--- config.mk ---
export PLATFORM = sky130hd
export DESIGN_NAME = vga_vsync_timing
export DESIGN_NICKNAME = d
export VERILOG_FILES = /design/src/rtl/vga_vsync_timing.sv
export SDC_FILE = /design/constraint.sdc
export NUM_CORES = 1
export LEC_CHECK = 0
export BUFFER_PORTS_ARGS = -buffer_cell sky130_fd_sc_hd__buf_4
export CORE_ASPECT_RATIO = 1.75
export CORE_MARGIN = 2
export CORE_UTILIZATION = 40
export DETAILED_ROUTE_END_ITERATION = 7
export PLACE_DENSITY = 0.64
export SKIP_LAST_GASP = 1
export SYNTH_ARGS = -nofsm -noshare
export SYNTH_HDL_FRONTEND = slang
export SYNTH_SLANG_ARGS = --single-unit
--- constraint.sdc ---
create_clock -name clock -period 2.5 [get_ports clock]
set_input_delay 0.375 -clock clock [delete_from_list [all_inputs] [get_ports clock]]
set_output_delay 0.375 -clock clock [all_outputs]
set_load 0.05 [all_outputs]
--- src/rtl/vga_vsync_timing.sv ---
`default_nettype none
// ============================================================================
// Module   : vga_vsync_timing
// Brief    : Vertical timing stage. Line/frame counters plus registered
//            vsync, active-window, pixel-coordinate and strobe decode.
// Revision : 1.0
// ============================================================================
module vga_vsync_timing #(
    parameter int H_TOTAL     = 800,
    parameter int H_ACT_START = 144,
    parameter int H_ACTIVE    = 640,
    parameter int V_TOTAL     = 525,
    parameter int V_SYNC      = 2,
    parameter int V_ACT_START = 35,
    parameter int V_ACTIVE    = 480
) (
    input  logic       clock,
    input  logic       reset,
    input  logic [9:0] h_count,
    output logic [9:0] v_count,
    output logic       v_sync,
    output logic       video_on,
    output logic [9:0] pixel_x,
    output logic [9:0] pixel_y,
    output logic       line_start,
    output logic       frame_start,
    output logic [7:0] frame_count
);

    localparam logic [9:0] c_h_total     = 10'(H_TOTAL);
    localparam logic [9:0] c_h_last      = 10'(H_TOTAL - 1);
    localparam logic [9:0] c_h_act_start = 10'(H_ACT_START);
    localparam logic [9:0] c_h_act_end   = 10'(H_ACT_START + H_ACTIVE);
    localparam logic [9:0] c_v_last      = 10'(V_TOTAL - 1);
    localparam logic [9:0] c_v_sync      = 10'(V_SYNC);
    localparam logic [9:0] c_v_act_start = 10'(V_ACT_START);
    localparam logic [9:0] c_v_act_end   = 10'(V_ACT_START + V_ACTIVE);

    logic [9:0] r_v_count;
    logic [7:0] r_frame_count;
    logic       r_v_sync;
    logic       r_video_on;
    logic [9:0] r_pixel_x;
    logic [9:0] r_pixel_y;
    logic       r_line_start;
    logic       r_frame_start;

    logic w_h_legal;
    logic w_line_end;
    logic w_frame_end;
    logic w_hact;
    logic w_vact;
    logic w_video_on;

    // Out-of-range horizontal counts are plain blanking: no advance, no window.
    assign w_h_legal   = (h_count < c_h_total);
    assign w_line_end  = (h_count == c_h_last);
    assign w_frame_end = (r_v_count == c_v_last);
    assign w_hact      = w_h_legal && (h_count >= c_h_act_start) && (h_count < c_h_act_end);
    assign w_vact      = (r_v_count >= c_v_act_start) && (r_v_count < c_v_act_end);
    assign w_video_on  = w_hact && w_vact;

    always_ff @(posedge clock) begin
        if (reset) begin
            r_v_count     <= '0;
            r_frame_count <= '0;
            r_v_sync      <= 1'b1;
            r_video_on    <= 1'b0;
            r_pixel_x     <= '0;
            r_pixel_y     <= '0;
            r_line_start  <= 1'b0;
            r_frame_start <= 1'b0;
        end else begin
            if (w_line_end) begin
                if (w_frame_end) begin
                    r_v_count     <= '0;
                    r_frame_count <= r_frame_count + 8'd1;
                end else begin
                    r_v_count <= r_v_count + 10'd1;
                end
            end
            // Decode uses the pre-advance line so vsync stays aligned with hsync.
            r_v_sync      <= !(r_v_count < c_v_sync);
            r_video_on    <= w_video_on;
            r_pixel_x     <= w_video_on ? (h_count - c_h_act_start) : '0;
            r_pixel_y     <= w_video_on ? (r_v_count - c_v_act_start) : '0;
            r_line_start  <= (h_count == '0);
            r_frame_start <= (h_count == '0) && (r_v_count == '0);
        end
    end

    assign v_count     = r_v_count;
    assign frame_count = r_frame_count;
    assign v_sync      = r_v_sync;
    assign video_on    = r_video_on;
    assign pixel_x     = r_pixel_x;
    assign pixel_y     = r_pixel_y;
    assign line_start  = r_line_start;
    assign frame_start = r_frame_start;

endmodule
`default_nettype wire

## Yosys cells after proc, flatten, opt, wreduce, memory -nomap -nowiden

Index checks and enable logic that the tools add are counted.

| storage, ports and cells | value |
|---|---|
| bits in registers | 42 |
| bits of input ports | 12 |
| output and inout port bits | 42 |
| logic and storage cells | 32 |

| cells by class | value |
|---|---|
| $add $sub $neg | 4 |
| $lt $le $gt $ge | 6 |
| equal/unequal tests | 2 |
| mux-type cells | 1 |
| bitwise logic cells | 1 |
| reductions and logical operators | 10 |

Operators by type and width:

| cell | count |
|---|---|
| $lt 10x10->1 const B | 3 |
| $eq 10x10->1 const B | 2 |
| $logic_not 10->1 | 2 |
| $add 10x1->10 const B | 1 |
| $ge 10x6->1 const B | 1 |
| $ge 10x8->1 const B | 1 |
| $lt 10x2->1 const B | 1 |
| $mux 10 | 1 |
| $sub 10x6->10 const B | 1 |
| $sub 10x8->10 const B | 1 |
| $add 8x1->8 const B | 1 |
| $logic_and 1x1->1 | 5 |
| $reduce_and 2->1 | 1 |
| $reduce_or 2->1 | 1 |
| $logic_not 1->1 | 1 |
| $not 1->1 | 1 |

## Logic depth before layout (Yosys ltp)

| depth | value |
|---|---|
| word-level depth | 6 |
| gate-level depth with buffers | 8 |

## Worst setup path after synthesis

Ideal clock, no wire load.

| path | value |
|---|---|
| path kind | reg2reg |
| start point | register r_v_count[0] (netlist: v_count[0]) |
| end point | register r_pixel_x[0] (netlist: pixel_x[0]) |
| arrival time | 1.982 ns |
| slack | 0.387 ns |
| cell stages (with the launch flop) | 8 |
| path buffers | 2 |
| cells stage by stage | dfxtp_1 -> ha_1 -> buf_1 -> o41ai_2 -> a21oi_1 -> a21oi_1 -> clkbuf_1 -> nor3b_1 |

| between the ends | value |
|---|---|
| longest elaborated chain between the ends | 5 |

RTL lines:

| element | line | text |
|---|---|---|
| from (decl) | 39 | `logic [9:0] r_v_count;` |
| from (signal assigned) | 79 | `r_v_count <= r_v_count + 10'd1;` |
| $ge 10x6->1 or $lt 10x10->1 (tied branches) | 60 | `assign w_vact = (r_v_count >= c_v_act_start) && (r_v_count < c_v_act_end);` |
| $logic_and 1x1->1 (*) | 60 |  |
| $logic_and 1x1->1 (*) | 61 | `assign w_video_on = w_hact && w_vact;` |
| $not 1->1 (no line) (*) | - |  |
| $reduce_or 2->1 (no line) (*) | - |  |
| to (signal assigned) | 85 | `r_pixel_x <= w_video_on ? (h_count - c_h_act_start) : '0;` |
| to (decl) | 43 | `logic [9:0] r_pixel_x;` |

Mark *: on every way between the ends. The rest lies on a longest branch, timed or not.
A chain may end at the register's enable or synchronous reset.

## Worst setup path in the final report

| path | value |
|---|---|
| start point | input port h_count[5] |
| end point | register r_v_count[7] (netlist: v_count[7]) |

| between the ends | value |
|---|---|
| longest elaborated chain between the ends | 1 |

RTL lines:

| element | line | text |
|---|---|---|
| from (decl) | 19 | `input logic [9:0] h_count,` |
| $eq 10x10->1 | 57 | `assign w_line_end = (h_count == c_h_last);` |

No other way between the ends.

==> flow_summary.yaml <==
synthesis:
  syn_area_um2: 1970
  synth_flop_cell: "dfxtp_1"
  syn_avg_cell_area_um2: 8.87
  synth_nets: 239
  yosysUniqueCellTypes: 42
  ys_seq_area_frac: 0.427
  synth_cells: 222
  synth-async-reset-ratio: 0
  ys_ff_latch: 42
  ys_warn_count: 0
  synth-edff-count: 0
finish:
  multi_input_area_um2: 1020
  final_nets: 288
  area_growth_pct: 26.5
  antenna_cells: 0
  drive_gt1_frac: 0.276
  seq_area_um2: 841
  final_cells: 324
  fill_cells: 492
hold_path:
  hold_path.class: "input port to flip-flop"
clock_network:
  cts_hold_buf: 0
  cts-root-buf: "clkbuf_8"
  cts_made_buffers: 5
  h-tree-depth: 2
  path_clk_slew_ns: 0.07
  post_cts_buffers: 0
  cts_max_path_buffers: 2
  cts-resized-gates: 0
  clkLatencyLatePin_ns: 0.30
  cts_sinks: 42
  cts_tree: "built"
floorplanning:
  initial_core_util: 0.418
  die_area_um2: 5520
  core_um2: 4710
  row_count: 33
  pin_count: 54
  die_w_um: 57.0
  dieHeight_um: 96.8
power:
  power.internal_mw: 0.919
  p_seq_frac: 0.565
  p_per_area_nw_per_um2: 476
  power_leakage_nw: 0.990
  p_switching_mw: 0.265
  clockPowerShare: 0.380
  combPwrFrac: 0.055
  power_switching_share: 0.224
  vdd_drop_max_uv: 361
timing:
  relSlewSlack: 0.672
  timing.final.max_slew_violations: 0
  finClkSkew_ns: 0.0106
  fmax_mhz: 478
  fin_crit_sh: 0.837
  rsz0062_at_grt: "no"
  fin_crit_ns: 2.09
  worstMarginPinSlew_ns: 0.487
  finalSetupViolCount: 0
  tns_ns: 0
  hold_viol_final: 0
setup_path:
  start_kind: "input port"
  rrSetupSlack_ns: 0.52
  worstPathMaxFanout: 14
  endpoint_kind: "flip-flop"
  cp.required_ns: 2.72
  cp.arrival_ns: 2.32
  criticalPathCategory: "input port to flip-flop"
grt:
  grt_overflow_total: 0
  gr-usage-all-layers: 0.179
  antenna_found_initial: 0
  grt_start_max_net_pins: 22
  grt_pass1_vias: 1724
  grt_pass1_wl_mm: 7.96
place:
  placed_cells_incl_taps: 316
  place_congestion: 0.795
  place_hpwl_mm: 3.46
  io_buffers: 53
drt:
  drt-pass1-iter-count: 6
  drt-wirelength-per-cell_um: 14.3
  drt_iter0_markers: 39
  remaining_drc_errors: 0
  via_per_inst: 5.55
  vias: 1799
  antenna_left: 0
  totalWireLength_mm: 4.63
run_status:
  status: "finished clean"
run:
  cap_violations: 0
-- cells in the mapped netlist, types with 2 or more instances --
| cell | instances | share of area |
|---|---|---|
| nor3b_1 | 6 | 0.023 |
| nor3_1 | 20 | 0.051 |
| buf_2 | 2 | 0.0051 |
| o31ai_1 | 10 | 0.038 |
| o21ai_0 | 2 | 0.0051 |
| xnor2_1 | 10 | 0.044 |
| nand4_1 | 3 | 0.0095 |
| o21ai_1 | 3 | 0.0076 |
| dfxtp_1 | 42 | 0.43 |
| clkbuf_1 | 11 | 0.021 |
| ha_1 | 5 | 0.032 |
| nor4_1 | 4 | 0.013 |
| nand3_1 | 9 | 0.023 |
| nor2_1 | 10 | 0.019 |
| nand2_1 | 9 | 0.017 |
| nor2b_1 | 2 | 0.0064 |
| a21oi_1 | 22 | 0.056 |
| inv_1 | 9 | 0.017 |
| a31oi_1 | 2 | 0.0064 |
| buf_1 | 2 | 0.0038 |
| or4_4 | 3 | 0.017 |
| or4_1 | 10 | 0.038 |
| and3_1 | 3 | 0.0095 |
| or3_1 | 5 | 0.016 |
-- cells by family (layout without fill, tap and decap cells) --
kind of cell,count (synthesis),in the layout,share of synthesized area
simple gates,92,92,0.282
compound gates,46,46,0.151
flops,42,42,0.427
buf+inv,25,75,0.0528
xor+xnor,11,11,0.0489
fa+ha+maj,5,5,0.0318
mux,1,1,0.00572
-- power groups by stage --
| stage | Sequential, mW | Clock, mW | Combinational, mW |
|---|---|---|---|
| final | 0.669 | 0.450 | 0.0648 |
| after global placement | 0.685 | 0 | 0.0642 |
| after detailed placement | 0.685 | 0 | 0.0647 |
| after floorplan | 0.688 | 0 | 0.0317 |
| after CTS | 0.669 | 0.459 | 0.0652 |
| after global routing | 0.670 | 0.485 | 0.0720 |
-- area by class of cell --
class                      instances  area share
multi-input combinational        155       0.411
sequential                        42       0.338
timing repair buffer              58       0.175
clock buffer                       7      0.0347
tap                               52      0.0261
inverter                           9      0.0136
clock inverter                     1     0.00201
-- path summary, 6_finish.rpt --
| check | from | end | cells after the start |
|---|---|---|---|
| setup / recovery | h_count[5] | v_count[7]$_SDFFE_PP0N_ | 7 |
| hold / removal | h_count[4] | pixel_x[4]$_SDFF_PP0_ | 2 |
| setup reg to reg | v_count[0]$_SDFFE_PP0N_ | frame_count[4]$_SDFFE_PP0P_ | 6 |
| hold reg to reg | frame_count[6]$_SDFFE_PP0P_ | frame_count[6]$_SDFFE_PP0P_ | 2 |
-- flip-flops by register name (all words and copies together), names as in the netlist --
name and cells:
pixel_y 10, v_sync 1, frame_start 1, v_count 10, line_start 1, pixel_x 10
frame_count 8, video_on 1
-- placed cells by master (no fill, tap or decap), types with 6 or more instances in the layout --
cell type | netlist | routed
clkbuf_8 | 0 | 6
nor2_1 | 10 | 10
or4_1 | 10 | 10
a21oi_1 | 22 | 22
dfxtp_1 | 42 | 42
inv_1 | 9 | 9
nor3_1 | 20 | 20
o31ai_1 | 10 | 10
xnor2_1 | 10 | 10
nand3_1 | 9 | 9
nand2_1 | 9 | 9
nor3b_1 | 6 | 6
buf_4 | 0 | 58
-- metrics by stage --
stage	hold slack, ns	total power, mW	setup WS, ns	cell area [um2]	util
4_1_cts	0.268	1.19	0.410	2490	0.529
5_1_grt	0.264	1.23	0.249	2490	0.529
3_3_place_gp	0.475	0.749	0.169	2400	0.510
3_5_place_dp	0.490	0.750	0.120	2400	0.510
2_1_floorplan	0.454	0.720	0.387	1970	-
6_report	0.273	1.18	0.406	2490	0.529
-- layer usage --
metal  up-vias  track usage  part of all wire  wire length [um]
met2        42        0.320              0.55              2560
met4         0       0.0626             0.015                71
met3         6       0.0388             0.037               173
met1       844        0.202              0.39              1820
li1        907            -                 -                 -
met5         -            0                 0                 0
-- critical path, cell delays in order --
cell and delay [ns]:
buf_4 0.11, inv_1 0.08, ha_1 0.18, nand2_1 0.10, or4_1 0.74, or4_1 0.57, a21oi_1 0.15
(Power assumes the default switching activity.)
